[src/rtl/row_scan_decoder.sv]
// Registered one-hot row decoder with a direct mode and an auto-stepping scan mode.
// Every output comes straight from a flop; inputs reach the outputs only through a clock edge.
module row_scan_decoder #(
   parameter int unsigned ADDR_W  = 3,
   parameter bit          REVERSE = 1'b1,
   parameter int unsigned DWELL   = 4
) (
   input  logic                   clock,
   input  logic                   reset,
   input  logic                   en,
   input  logic                   mode,
   input  logic [ADDR_W-1:0]      addr_in,
   input  logic                   hold,
   output logic [(2**ADDR_W)-1:0] row,
   output logic [ADDR_W-1:0]      cur_addr,
   output logic                   valid,
   output logic                   wrap
);

   localparam int unsigned      ROWS     = 2**ADDR_W;
   localparam int unsigned      CNT_W    = (DWELL > 1) ? $clog2(DWELL) : 1;
   localparam logic [CNT_W-1:0] CNT_MAX  = CNT_W'(DWELL - 1);
   localparam logic [ADDR_W-1:0] ADDR_MAX = '1;

   typedef enum logic [1:0] {StOff, StDirect, StScan} state_e;

   state_e              state_q, state_d;
   logic [CNT_W-1:0]    cnt_q, cnt_d;
   logic [ADDR_W-1:0]   addr_d;
   logic                wrap_d;
   logic                valid_d;
   logic [ROWS-1:0]     row_d;

   // With REVERSE, address 0 lights the top row; ~a equals ROWS-1-a.
   function automatic logic [ROWS-1:0] decode(input logic [ADDR_W-1:0] a);
      logic [ADDR_W-1:0] idx;
      idx       = REVERSE ? ~a : a;
      decode    = '0;
      decode[idx] = 1'b1;
   endfunction

   always_comb begin
      state_d = state_q;
      addr_d  = cur_addr;
      cnt_d   = cnt_q;
      wrap_d  = 1'b0;
      if (!en) begin
         state_d = StOff;
         cnt_d   = '0;
      end else if (!mode) begin
         state_d = StDirect;
         addr_d  = addr_in;
         cnt_d   = '0;
      end else if (state_q != StScan) begin
         state_d = StScan;
         addr_d  = addr_in;
         cnt_d   = '0;
      end else if (!hold) begin
         if (cnt_q == CNT_MAX) begin
            cnt_d  = '0;
            addr_d = cur_addr + ADDR_W'(1);
            wrap_d = (cur_addr == ADDR_MAX);
         end else begin
            cnt_d = cnt_q + CNT_W'(1);
         end
      end
      valid_d = (state_d != StOff);
      row_d   = valid_d ? decode(addr_d) : '0;
   end

   always_ff @(posedge clock or posedge reset) begin
      if (reset) begin
         state_q  <= StOff;
         cur_addr <= '0;
         cnt_q    <= '0;
         row      <= '0;
         valid    <= 1'b0;
         wrap     <= 1'b0;
      end else begin
         state_q  <= state_d;
         cur_addr <= addr_d;
         cnt_q    <= cnt_d;
         row      <= row_d;
         valid    <= valid_d;
         wrap     <= wrap_d;
      end
   end

endmodule
[config.mk]
export PLATFORM = sky130hd
export DESIGN_NAME = row_scan_decoder
export DESIGN_NICKNAME = d
export VERILOG_FILES = /design/src/rtl/row_scan_decoder.sv
export SDC_FILE = /design/constraint.sdc
export NUM_CORES = 1
export LEC_CHECK = 0
export CAP_MARGIN = 10
export CORE_UTILIZATION = 49
export CTS_CLUSTER_SIZE = 40
export DETAILED_ROUTE_END_ITERATION = 8
export GPL_ROUTABILITY_DRIVEN = 0
export PLACE_DENSITY = 0.81
export SYNTH_ARGS = -nofsm -noshare
export SYNTH_HDL_FRONTEND = slang
export SYNTH_SLANG_ARGS = --single-unit
[constraint.sdc]
create_clock -name clock -period 2.7 [get_ports clock]
set_clock_uncertainty 0.2 [all_clocks]
set_input_delay 0.675 -clock clock [delete_from_list [all_inputs] [get_ports clock]]
set_output_delay 0.675 -clock clock [all_outputs]
set_load 0.005 [all_outputs]
Word level (Yosys, flattened, before mapping)
Cells that the tools add are included.
{"block": "classes", "n_addsub": 2, "magnitude_cmp": 2, "n_eq_ne": 4, "n_mux": 21, "bitwise_logic": 1, "reduce_logical": 2}
{"op": "$mux W2", "count": 8}
{"op": "$mux W3", "count": 5}
{"op": "$mux W8", "count": 1}
{"op": "$mux W1", "count": 6}
{"op": "$lt A3 B4 Y1 const B", "count": 1}
{"op": "$ne A4 B3 Y1 const B", "count": 1}
{"op": "$add A3 B1 Y3 const B", "count": 1}
{"op": "$demux W1 S3", "count": 1}
{"op": "$eq A3 B3 Y1 const B", "count": 1}
{"op": "$ge A3 B1 Y1 const B", "count": 1}
{"op": "$not A3 Y3", "count": 1}
{"op": "$add A2 B1 Y2 const B", "count": 1}
{"op": "$eq A2 B2 Y1 const B", "count": 1}
{"op": "$ne A2 B2 Y1 const B", "count": 1}
{"op": "$reduce_bool A2 Y1", "count": 1}
{"op": "$logic_and A1 B1 Y1", "count": 1}
{"block": "word_totals", "regBits": 17, "in_bits": 8, "output_inout_bits": 13, "wordCells": 38}

Depth between registers and ports, before layout
{"block": "logic_depth", "word_depth": 12, "depth_mapped": 6}

Worst setup path before layout
Ideal clock, no wire load.
{"block": "synth_path", "path_type": "in2reg", "startpoint": "input mode", "endpoint": "register row[2]", "arrival_time_ns": 1.505, "t_required_ns": 2.420, "slack_ns": 0.914, "stages": 6, "cell_sequence": "and3b_1 > buf_6 > nand4_2 > and4_4 > inv_4 > nor3_2"}
{"block": "synth_via", "elab_chain_cells": 8}
{"element": "from (decl)", "line_no": "11", "rtl": "input logic mode,"}
{"element": "$mux W3 (*)", "line_no": "50", "rtl": "end else if (!mode) begin"}
{"element": "$mux W3 (*)", "line_no": "47", "rtl": "if (!en) begin"}
{"element": "net addr_d[1]", "line_no": "29", "rtl": "logic [ADDR_W-1:0] addr_d;"}
{"element": "$not A3 Y3 (*)", "line_no": "37", "rtl": "idx = REVERSE ? ~a : a;"}
{"element": "$lt A3 B4 Y1 (implied by the code) / $ge A3 B1 Y1 (equally long branches)", "line_no": "39", "rtl": "decode[idx] = 1'b1;"}
{"element": "$logic_and A1 B1 Y1 (implied by the code)", "line_no": "39"}
{"element": "$mux W1 (implied by the code)", "line_no": "39"}
{"element": "$demux W1 S3 (*)", "line_no": "39"}
{"element": "$mux W8 (*)", "line_no": "68", "rtl": "row_d = valid_d ? decode(addr_d) : '0;"}
{"element": "net row_d[2]", "line_no": "32", "rtl": "logic [ROWS-1:0] row_d;"}
{"element": "to (signal assigned)", "line_no": "83", "rtl": "row <= row_d;"}
{"element": "to (decl)", "line_no": "14", "rtl": "output logic [(2**ADDR_W)-1:0] row,"}
The timed path passes the listed nets; every way through them passes the cells marked *.
A chain may end at the register's enable or synchronous reset.

Worst setup path in the final report
{"block": "layout_path", "startpoint": "register cur_addr[0]", "endpoint": "output cur_addr[0]"}
{"element": "from (decl)", "line_no": "15", "rtl": "output logic [ADDR_W-1:0] cur_addr,"}
{"element": "from (signal assigned)", "line_no": "81", "rtl": "cur_addr <= addr_d;"}
No word-level cell between the ends.

==> impl_metrics.json <==
{
  "clock_latency_ps": 280,
  "postCtsSetupBuffers": 0,
  "h-tree-depth": 1,
  "numCtsBuffers": 3,
  "sw_frac_of_total": 0.264,
  "hold_path.class": "reg -> reg",
  "cts_tree": "yes",
  "track_usage": 0.176,
  "synth_common_cells": "17 x dfrtp_1, 6 x nor3_2, 4 x ha_1, 4 x nand3_1, 4 x nor3_1",
  "nNetsFinal": 100,
  "antenna_left": 0,
  "synth_edf_count": 0,
  "setup_viol_count_final": 0,
  "p_leak_nw": 0.468,
  "hold_buffers": 0,
  "syn_area_um2": 790,
  "antenna_found_initial": 0,
  "dp_hpwl_mm": 1.01,
  "grt_max_degree": 18,
  "num_vias": 551,
  "diodes": 0,
  "critPathBufInv": 1,
  "power.density_mw_per_mm2": 494,
  "dieWidth_um": 42.1,
  "clock-sinks": 17,
  "chipHeight_um": 42.1,
  "cell_internal_pwr_mw": 0.370,
  "synthCells": 66,
  "rsz0062_at_grt": "false",
  "worstMarginPinSlew_ps": 612,
  "crit_slowest_cell": "clkdlybuf4s50_1",
  "wl_per_cell_um": 12.8,
  "yosysUniqueCellTypes": 28,
  "utilization": 0.675,
  "crit_type": "reg -> out",
  "clockPowerShare": 0.269,
  "synth_area_leaders": "dfrtp_1 54%, nor3_2 7.6%, ha_1 6.3%",
  "drive_gt1_frac": 0.184,
  "grt_pass1_vias": 509,
  "required_ps": 1820,
  "cp_max_fo": 4,
  "via_per_inst": 5.35,
  "synthToLayoutAreaGrowth_pct": 28.8,
  "cts_buffer_depth": 2,
  "p_comb_frac": 0.182,
  "num_rows": 14,
  "cts_resized": 0,
  "layout_min_cycle_time_ps": 2130,
  "switchingPower_mw": 0.133,
  "status": "completed",
  "clkTransAtPathRegs_ps": 100,
  "start_util": 0.524,
  "hold_violations": 0,
  "drt_pass1_iterations": 4,
  "slew_headroom": 0.592,
  "synth_top_cell_by_area": "dfrtp_1",
  "cp.arrival_ps": 1250,
  "max_freq_mhz": 470,
  "ys_async_sr_fraction": 1.00,
  "dieArea_mm2": 0.00178,
  "yosysTopAreaCellShare": 0.539,
  "synth_nets": 78,
  "cp-end-kind": "primary output",
  "sequentialPowerShare": 0.549,
  "yosysSeqAreaShare": 0.539,
  "drv_cap": 0,
  "max_stage_delay_ps": 530,
  "yosysMostFrequentCell": "dfrtp_1",
  "grt-ovfl-total": 0,
  "tns_ps": 0,
  "ys_seq_elements": 17,
  "portBuffers": 20,
  "wirelength_mm": 1.32,
  "grt_pass1_wl_mm": 2.36,
  "peakVddDrop_mv": 0.325,
  "avgSynthCellArea_um2": 12.0,
  "ios": 21,
  "path_delay_family": "buffers and inverters",
  "synth_ff_type": "dfrtp_1",
  "core_area_mm2": 0.00151,
  "path_cells": "clkdlybuf4s50_1",
  "drtIter0Drc": 6,
  "clock-root-buffer": "clkbuf_4",
  "period_share": 0.788,
  "slew_viol_final": 0,
  "drc_errors": 0,
  "start_kind": "flop",
  "synth_warnings": 0
}
[path summary, 6_finish.rpt]
| check | slack [ps] | to | cells after the start | start |
|---|---|---|---|---|
| worst max-delay path | 570 | cur_addr[0] | 1 | cur_addr[0] |
| worst min-delay path | 380 | cnt_q[1] | 2 | cnt_q[1] |
| worst max register to register | 910 | row[4] | 6 | cur_addr[0] |
| worst min register to register | 380 | cnt_q[1] | 2 | cnt_q[1] |
| max in group asynchronous | 1360 | row[7] | 2 | reset |
| min in group asynchronous | 550 | cur_addr[2] | 2 | reset |
[through the flow]
stage / cell area (um^2) / hold slack [ps] / setup WS [ps] / instances / power [mW]
2_1_floorplan: 790 / 320 / 914 / 66 / 0.332
3_5_place_dp: 990 / 372 / 291 / 99 / 0.374
6_report: 1020 / 381 / 572 / 103 / 0.503
5_1_grt: 1020 / 432 / 502 / 103 / 0.535
4_1_cts: 1020 / 396 / 551 / 103 / 0.507
3_3_place_gp: 990 / 362 / 330 / 99 / 0.372
[registers in the layout, summed over array words and instances, names as in the netlist]
name and count:
cur_addr 3, row 8, valid 1, state_q 2, wrap 1, cnt_q 2
[layout by cell type (no fill, tap or decap), drive strengths merged, types with 2 or more instances in the layout]
| cell type | n |
|---|---|
| clkdlybuf4s50 | 20 |
| dfrtp | 17 |
| nor3 | 10 |
| nand3 | 4 |
| ha | 4 |
| nand2 | 3 |
| nand2b | 3 |
| clkbuf | 3 |
| inv | 3 |
| nor2 | 2 |
| nor2b | 2 |
| and4 | 2 |
| nand4 | 2 |
[power groups by stage]
stage               sequential (mW)  combinational (mW)  clock (mW)
global placement              0.281              0.0906           0
CTS                           0.276              0.0928       0.138
detailed placement            0.281              0.0924           0
finish                        0.276              0.0914       0.135
global route                  0.278               0.102       0.155
floorplan                     0.281              0.0509           0
[metal layers]
metal	part of all wire	wire, um	vias up	GRT usage
met5	0	0	-	0
met4	0.0045	6	0	0.0563
met3	0.061	80	2	0.0259
met2	0.47	618	19	0.269
met1	0.47	616	262	0.261
li1	-	-	268	-
[kinds of logic after synthesis]
family	synth area share
AO/OA/AOI/OAI	0.0475
XOR/XNOR	0.0111
adder cells (fa/ha/maj)	0.0634
buffers and inverters	0.0459
flip-flops	0.539
multiplexers	0.0127
AND/OR/NAND/NOR	0.281
[area by class of cell]
type | count | area [um^2]
Tap cell | 16 | 20.0
Fill cell | 128 | 489
Timing Repair Buffer | 20 | 200
Inverter | 3 | 16.3
Clock buffer | 3 | 22.5
Sequential cell | 17 | 425
Multi-Input combinational cell | 43 | 328
Clock inverter | 1 | 5.00
(Power assumes the default switching activity.)
